## src/rtl/mod_pkg.sv

```systemverilog
// Shared widths and FSM state for the lazy-accumulate / reduce datapath.
// Used by the accumulator, its output slot and the reducer.
package mod_pkg;

  localparam int DIN_W     = 256;
  localparam int DOUT_W    = 300;
  localparam int MAX_TERMS = 16;
  localparam int CNT_W     = $clog2(MAX_TERMS + 1);

  typedef enum logic {
    IDLE,
    ACC
  } state_t;

endpackage

```

## src/rtl/mod_lazy_accum_if.sv

```systemverilog
// Residue stream in / group sum out handshake bundle.
// Ports: in_valid/in_ready/din/in_last, out_valid/out_ready/x/out_cnt/out_trunc.
interface mod_lazy_accum_if;
  import mod_pkg::*;

  logic              in_valid;
  logic              in_ready;
  logic [DIN_W-1:0]  din;
  logic              in_last;
  logic              out_valid;
  logic              out_ready;
  logic [DOUT_W-1:0] x;
  logic [CNT_W-1:0]  out_cnt;
  logic              out_trunc;

  modport master (
    output in_valid, din, in_last, out_ready,
    input  in_ready, out_valid, x, out_cnt, out_trunc
  );

  modport slave (
    input  in_valid, din, in_last, out_ready,
    output in_ready, out_valid, x, out_cnt, out_trunc
  );

endinterface

```

## src/rtl/mod_out_slot.sv

```systemverilog
// One-entry valid/ready register holding x/cnt/trunc of a finished group.
// Ports: clk, reset, load + ld_* data in, ready in, valid/x/cnt/trunc/free out.
module mod_out_slot
  import mod_pkg::*;
(
  input  logic              clk,
  input  logic              reset,
  input  logic              load,
  input  logic [DOUT_W-1:0] ld_x,
  input  logic [CNT_W-1:0]  ld_cnt,
  input  logic              ld_trunc,
  input  logic              ready,
  output logic              valid,
  output logic [DOUT_W-1:0] x,
  output logic [CNT_W-1:0]  cnt,
  output logic              trunc,
  output logic              free
);

  // Slot is free when empty or draining this cycle.
  assign free = !valid || ready;

  always_ff @(posedge clk) begin
    if (reset) begin
      valid <= 1'b0;
      x     <= '0;
      cnt   <= '0;
      trunc <= 1'b0;
    end else if (load) begin
      valid <= 1'b1;
      x     <= ld_x;
      cnt   <= ld_cnt;
      trunc <= ld_trunc;
    end else if (ready) begin
      valid <= 1'b0;
    end
  end

endmodule

```

## src/rtl/mod_lazy_accum.sv

```systemverilog
// Sums groups of residues unreduced into a wide word for the reducer.
// Ports: clk, reset (sync, active-high), bus (slave side of the stream).
module mod_lazy_accum
  import mod_pkg::*;
(
  input  logic       clk,
  input  logic       reset,
  mod_lazy_accum_if.slave bus
);

  if (DOUT_W - DIN_W < $clog2(MAX_TERMS)) begin : g_width_chk
    $error("DOUT_W too narrow for MAX_TERMS");
  end

  state_t            state;
  logic [DOUT_W-1:0] acc;
  logic [CNT_W-1:0]  cnt;
  logic [DOUT_W-1:0] sum;
  logic [CNT_W-1:0]  cnt_nx;
  logic              free;
  logic              take;
  logic              flush;

  assign bus.in_ready = !reset && free;
  assign take = bus.in_valid && bus.in_ready;

  // A group's first beat starts from zero regardless of stale acc.
  assign sum = (state == IDLE ? '0 : acc)
             + DOUT_W'(bus.din);
  assign cnt_nx = (state == IDLE) ? CNT_W'(1)
                                  : cnt + 1'b1;
  assign flush = take && (bus.in_last ||
                 cnt_nx == CNT_W'(MAX_TERMS));

  always_ff @(posedge clk) begin
    if (reset) begin
      state <= IDLE;
      acc   <= '0;
      cnt   <= '0;
    end else if (flush) begin
      state <= IDLE;
      acc   <= '0;
      cnt   <= '0;
    end else if (take) begin
      state <= ACC;
      acc   <= sum;
      cnt   <= cnt_nx;
    end
  end

  mod_out_slot u_slot (
    .clk      (clk),
    .reset    (reset),
    .load     (flush),
    .ld_x     (sum),
    .ld_cnt   (cnt_nx),
    .ld_trunc (!bus.in_last),
    .ready    (bus.out_ready),
    .valid    (bus.out_valid),
    .x        (bus.x),
    .cnt      (bus.out_cnt),
    .trunc    (bus.out_trunc),
    .free     (free)
  );

endmodule

```

## src/flat_wrapper.sv

```systemverilog
// flat-port wrapper written by rule: the top's interface ports become plain ports
module mod_lazy_accum_flat import mod_pkg::*;
  (clk, reset, bus_in_valid, bus_din, bus_in_last, bus_out_ready, bus_in_ready, bus_out_valid, bus_x, bus_out_cnt, bus_out_trunc);
  mod_lazy_accum_if bus_i ();
  input  logic clk;
  input  logic reset;
  input wire logic [$bits(bus_i.in_valid)-1:0] bus_in_valid;
  input wire logic [$bits(bus_i.din)-1:0] bus_din;
  input wire logic [$bits(bus_i.in_last)-1:0] bus_in_last;
  input wire logic [$bits(bus_i.out_ready)-1:0] bus_out_ready;
  output wire logic [$bits(bus_i.in_ready)-1:0] bus_in_ready;
  output wire logic [$bits(bus_i.out_valid)-1:0] bus_out_valid;
  output wire logic [$bits(bus_i.x)-1:0] bus_x;
  output wire logic [$bits(bus_i.out_cnt)-1:0] bus_out_cnt;
  output wire logic [$bits(bus_i.out_trunc)-1:0] bus_out_trunc;
  assign bus_i.in_valid = bus_in_valid;
  assign bus_i.din = bus_din;
  assign bus_i.in_last = bus_in_last;
  assign bus_i.out_ready = bus_out_ready;
  assign bus_in_ready = bus_i.in_ready;
  assign bus_out_valid = bus_i.out_valid;
  assign bus_x = bus_i.x;
  assign bus_out_cnt = bus_i.out_cnt;
  assign bus_out_trunc = bus_i.out_trunc;
  mod_lazy_accum u_core (.clk(clk), .reset(reset), .bus(bus_i));
endmodule
```

## config.mk

```make
export PLATFORM = sky130hd
export DESIGN_NAME = mod_lazy_accum_flat
export DESIGN_NICKNAME = d
export VERILOG_FILES = /design/src/rtl/mod_pkg.sv /design/src/rtl/mod_lazy_accum_if.sv /design/src/rtl/mod_out_slot.sv /design/src/rtl/mod_lazy_accum.sv /design/src/flat_wrapper.sv
export SDC_FILE = /design/constraint.sdc
export NUM_CORES = 2
export LEC_CHECK = 0
export BUFFER_PORTS_ARGS = -buffer_cell sky130_fd_sc_hd__buf_4
export CAP_MARGIN = 15
export CELL_PAD_IN_SITES_DETAIL_PLACEMENT = 0
export CELL_PAD_IN_SITES_GLOBAL_PLACEMENT = 1
export CORE_ASPECT_RATIO = 1.4
export CORE_UTILIZATION = 46
export DETAILED_ROUTE_END_ITERATION = 6
export PLACE_DENSITY_LB_ADDON = 0.1
export SLEW_MARGIN = 10
export SYNTH_ARGS = -nofsm -noshare
export SYNTH_HDL_FRONTEND = slang
export SYNTH_SLANG_ARGS = --single-unit
```

## constraint.sdc

```tcl
create_clock -name clk -period 12.9 [get_ports clk]
set_input_delay 1.29 -clock clk [delete_from_list [all_inputs] [get_ports clk]]
set_output_delay 1.29 -clock clk [all_outputs]
set_load 0.02 [all_outputs]
```

==> out/metrics.cfg <==
[synthesis]
ys_warn_count = 0
syn_area_per_cell_um2 = 6.94
syn_inst = 6349
synth_seq_cells = 613
async_flop_share = 0
yosys.area.top_type_share = 0.279
yosysSeqAreaShare = 0.279
synth_nets = 6868
synth-edff-count = 0
synthesis.area_mm2 = 0.0440
yosys-top-cells-area = dfxtp_1, nand2_1, a21oi_1, ha_1, o21ai_0
yosysTopAreaCell = dfxtp_1
ys.flop_type = dfxtp_1
ys_types = 87

[drt]
via_per_inst = 6.15
drc = 0
vias = 48500
firstDrtPassIters = 6
wl_per_cell_um = 24.6
wl_um = 194000
drt_iter0_drc = 3942
ant_nets = 0

[floorplan]
rows = 133
initial_core_util = 0.467
die_w_um = 264
dieArea_mm2 = 0.0970
die_y_um = 368
num_io_pins = 569
core-area_mm2 = 0.0944

[clocking]
root_buffer = clkbuf_16
clkSinkCount = 613
clk_pin_slew_ns = 0.06
ctsHoldBuffers = 0
cts_buffer_depth = 3
cts_buffers = 67
post_cts_resized = 0
cts_tree = done
cts_setup_buffers = 0
worstSkewPairLatency_ns = 0.66
htreeDepth = 3

[sta]
rsz0062_at_grt = no
tightest_slew_ns = 1.19
relSlewSlack = 0.197
hold_violations = 0
whs_ns = 0.447
timing.final.crit_share = 0.583
fin_tns_setup_ns = 0
max_clock_freq_mhz = 133
finalCriticalPeriod_ns = 7.52
finalClockSkew_ns = 0.0273
slew_violations = 0
setup_viol = 0

[finish]
drive_gt1_frac = 0.116
syn2layout_area_growth_pct = 15.7
nFillCells = 9438
finalNonFillerCells = 7888
fin_nets = 7142
final_core_util = 0.540

[worst_setup_path]
crit-reg2reg-launch = u_core.state$_SDFFE_PP0P_
end_kind = flip-flop
path_class = flip-flop to flip-flop
cp_top_family = compound AO/OA/AOI/OAI gates
crit_arrival_ns = 8.08
slowest_stage = dfxtp_4
startpoint_type = flip-flop
crit_chain = buf_4 > and2_1 > ha_1 > fa_1 > a21o_1 > a221o_1 > a21oi_1 > nor4_1 > o311a_1 > o311a_1 > o21ai_1 > a2111oi_2 > a31oi_1 > o41ai_2 > a21o_1 > nand4_1 > or3_1 > a31oi_1
critPathMaxFanout = 69
max_stage_delay_ns = 0.80
required_ns = 13.46
worst-path-buf-inv = 1
crit_start = u_core.state$_SDFFE_PP0P_

[worst_hold_path]
hp-class = flip-flop to flip-flop
min_from = u_core.acc[241]$_SDFFE_PP0P_

[flow_run]
cap_violations = 0

[place]
port_buffers = 568
dp.cells = 7768
gp_congestion = 1.06
dp_hpwl_um = 156000

[power]
switching_share = 0.303
pwr-share-clk = 0.415
internal_power_mw = 3.49
p_per_area_mw_per_mm2 = 98.2
leakage_nw = 20.4
power_mw = 5.00
pwr-share-seq = 0.407
ir_drop_mv = 0.102
combPwrFrac = 0.178
switchingPower_mw = 1.52

[global_routing]
grt_pass1_vias = 47000
grt_antenna_before_repair = 4
grt_pass1_wl_um = 286000
grt_max_degree = 164
overflow = 0
grt_use_total = 0.386

[run_status]
status = complete, no violations

[sequential cells by signal, indices dropped and copies added, names as in the netlist]
register	count
u_core.acc	300
u_core.cnt	5
u_core.state	1
u_core.u_slot.cnt	5
u_core.u_slot.trunc	1
u_core.u_slot.valid	1
u_core.u_slot.x	300
[layout make-up]
cell class	instances	area, um2	share of cell area
diodes	1	2.50	0.0000491
multi-input cells	5246	30000	0.588
clock buffers	90	1880	0.0368
flip-flops and latches	613	12300	0.241
well taps	1215	1520	0.0298
repair buffers	608	4590	0.0900
clock inverters	28	420	0.00825
inverters	87	334	0.00655
[cell usage in the layout (no fill, tap or decap), types with 26 or more instances in the layout]
cell type | Yosys | layout
o21ai_0 | 606 | 605
nor2_1 | 434 | 433
or3_1 | 29 | 29
a211oi_1 | 32 | 32
o21bai_1 | 77 | 77
a22o_1 | 49 | 49
xnor2_1 | 178 | 178
o211ai_1 | 26 | 26
or2_2 | 27 | 27
nand2_1 | 1312 | 1310
nor3_1 | 100 | 100
xor2_1 | 120 | 120
a221oi_1 | 27 | 27
and3_1 | 30 | 29
a21boi_0 | 27 | 27
buf_4 | 3 | 605
a21o_1 | 118 | 117
o31ai_1 | 27 | 27
dfxtp_1 | 613 | 612
a21oi_1 | 802 | 801
ha_1 | 257 | 257
and2_1 | 286 | 286
nand4_1 | 188 | 188
clkbuf_16 | 0 | 69
inv_1 | 85 | 85
nor4_1 | 47 | 47
nand3_1 | 143 | 143
o21a_1 | 42 | 42
a31oi_1 | 51 | 51
[final timing paths]
| kind | endpoint | slack (ns) | depth (start not counted) |
|---|---|---|---|
| worst max-delay path | u_core.acc[292]$_SDFFE_PP0P_ | 5.38 | 18 |
| worst min-delay path | u_core.acc[241]$_SDFFE_PP0P_ | 0.45 | 2 |
| worst max register to register | u_core.acc[292]$_SDFFE_PP0P_ | 5.38 | 18 |
| worst min register to register | u_core.acc[241]$_SDFFE_PP0P_ | 0.45 | 2 |
[cells by family after synthesis]
family | after synthesis | share of synthesized area
mux | 11 | 0.00256
fa+ha+maj | 258 | 0.0735
flops | 613 | 0.279
buf+inv | 490 | 0.0422
xor+xnor | 298 | 0.0593
compound gates | 2007 | 0.268
simple gates | 2672 | 0.276
[tightest hold or removal path: stages, from the launching register on]
cell and delay (ns):
dfxtp_1 0.31, nand2_1 0.05, a21oi_1 0.05
[metal layers]
metal,GRT usage,wire (um),vias to the layer above
li1,-,-,23000
met1,0.414,71500,23000
met2,0.691,95700,1973
met3,0.0478,11100,572
met4,0.286,15800,0
met5,0,0,-
[power by group through the flow]
| stage | Clock, mW | Combinational (mW) | Sequential, mW |
|---|---|---|---|
| after floorplan | 0 | 0.463 | 2.12 |
| after global placement | 0 | 0.872 | 2.07 |
| after detailed placement | 0 | 0.875 | 2.08 |
| after CTS | 2.10 | 0.879 | 2.04 |
| after global routing | 2.18 | 0.950 | 2.04 |
| final | 2.08 | 0.889 | 2.04 |
[metrics by stage]
stage	setup WS (ns)	instance area (um2)
final	5.38	51000
after global routing	5.08	51000
after CTS	5.53	51000
after detailed placement	5.57	48700
after global placement	5.67	48700
after floorplan	7.30	44000
[Yosys cell counts (28+ instances only)]
cell type / count
a211oi_1: 32
a21o_1: 118
a21oi_1: 802
a22o_1: 49
a31oi_1: 51
and2_1: 286
and3_1: 30
buf_1: 28
clkbuf_1: 364
dfxtp_1: 613
ha_1: 257
inv_1: 85
nand2_1: 1312
nand3_1: 143
nand4_1: 188
nor2_1: 434
nor3_1: 100
nor4_1: 47
o21a_1: 42
o21ai_0: 606
o21bai_1: 77
or3_1: 29
xnor2_1: 178
xor2_1: 120
No activity file was read; power rests on OpenSTA's default activity.
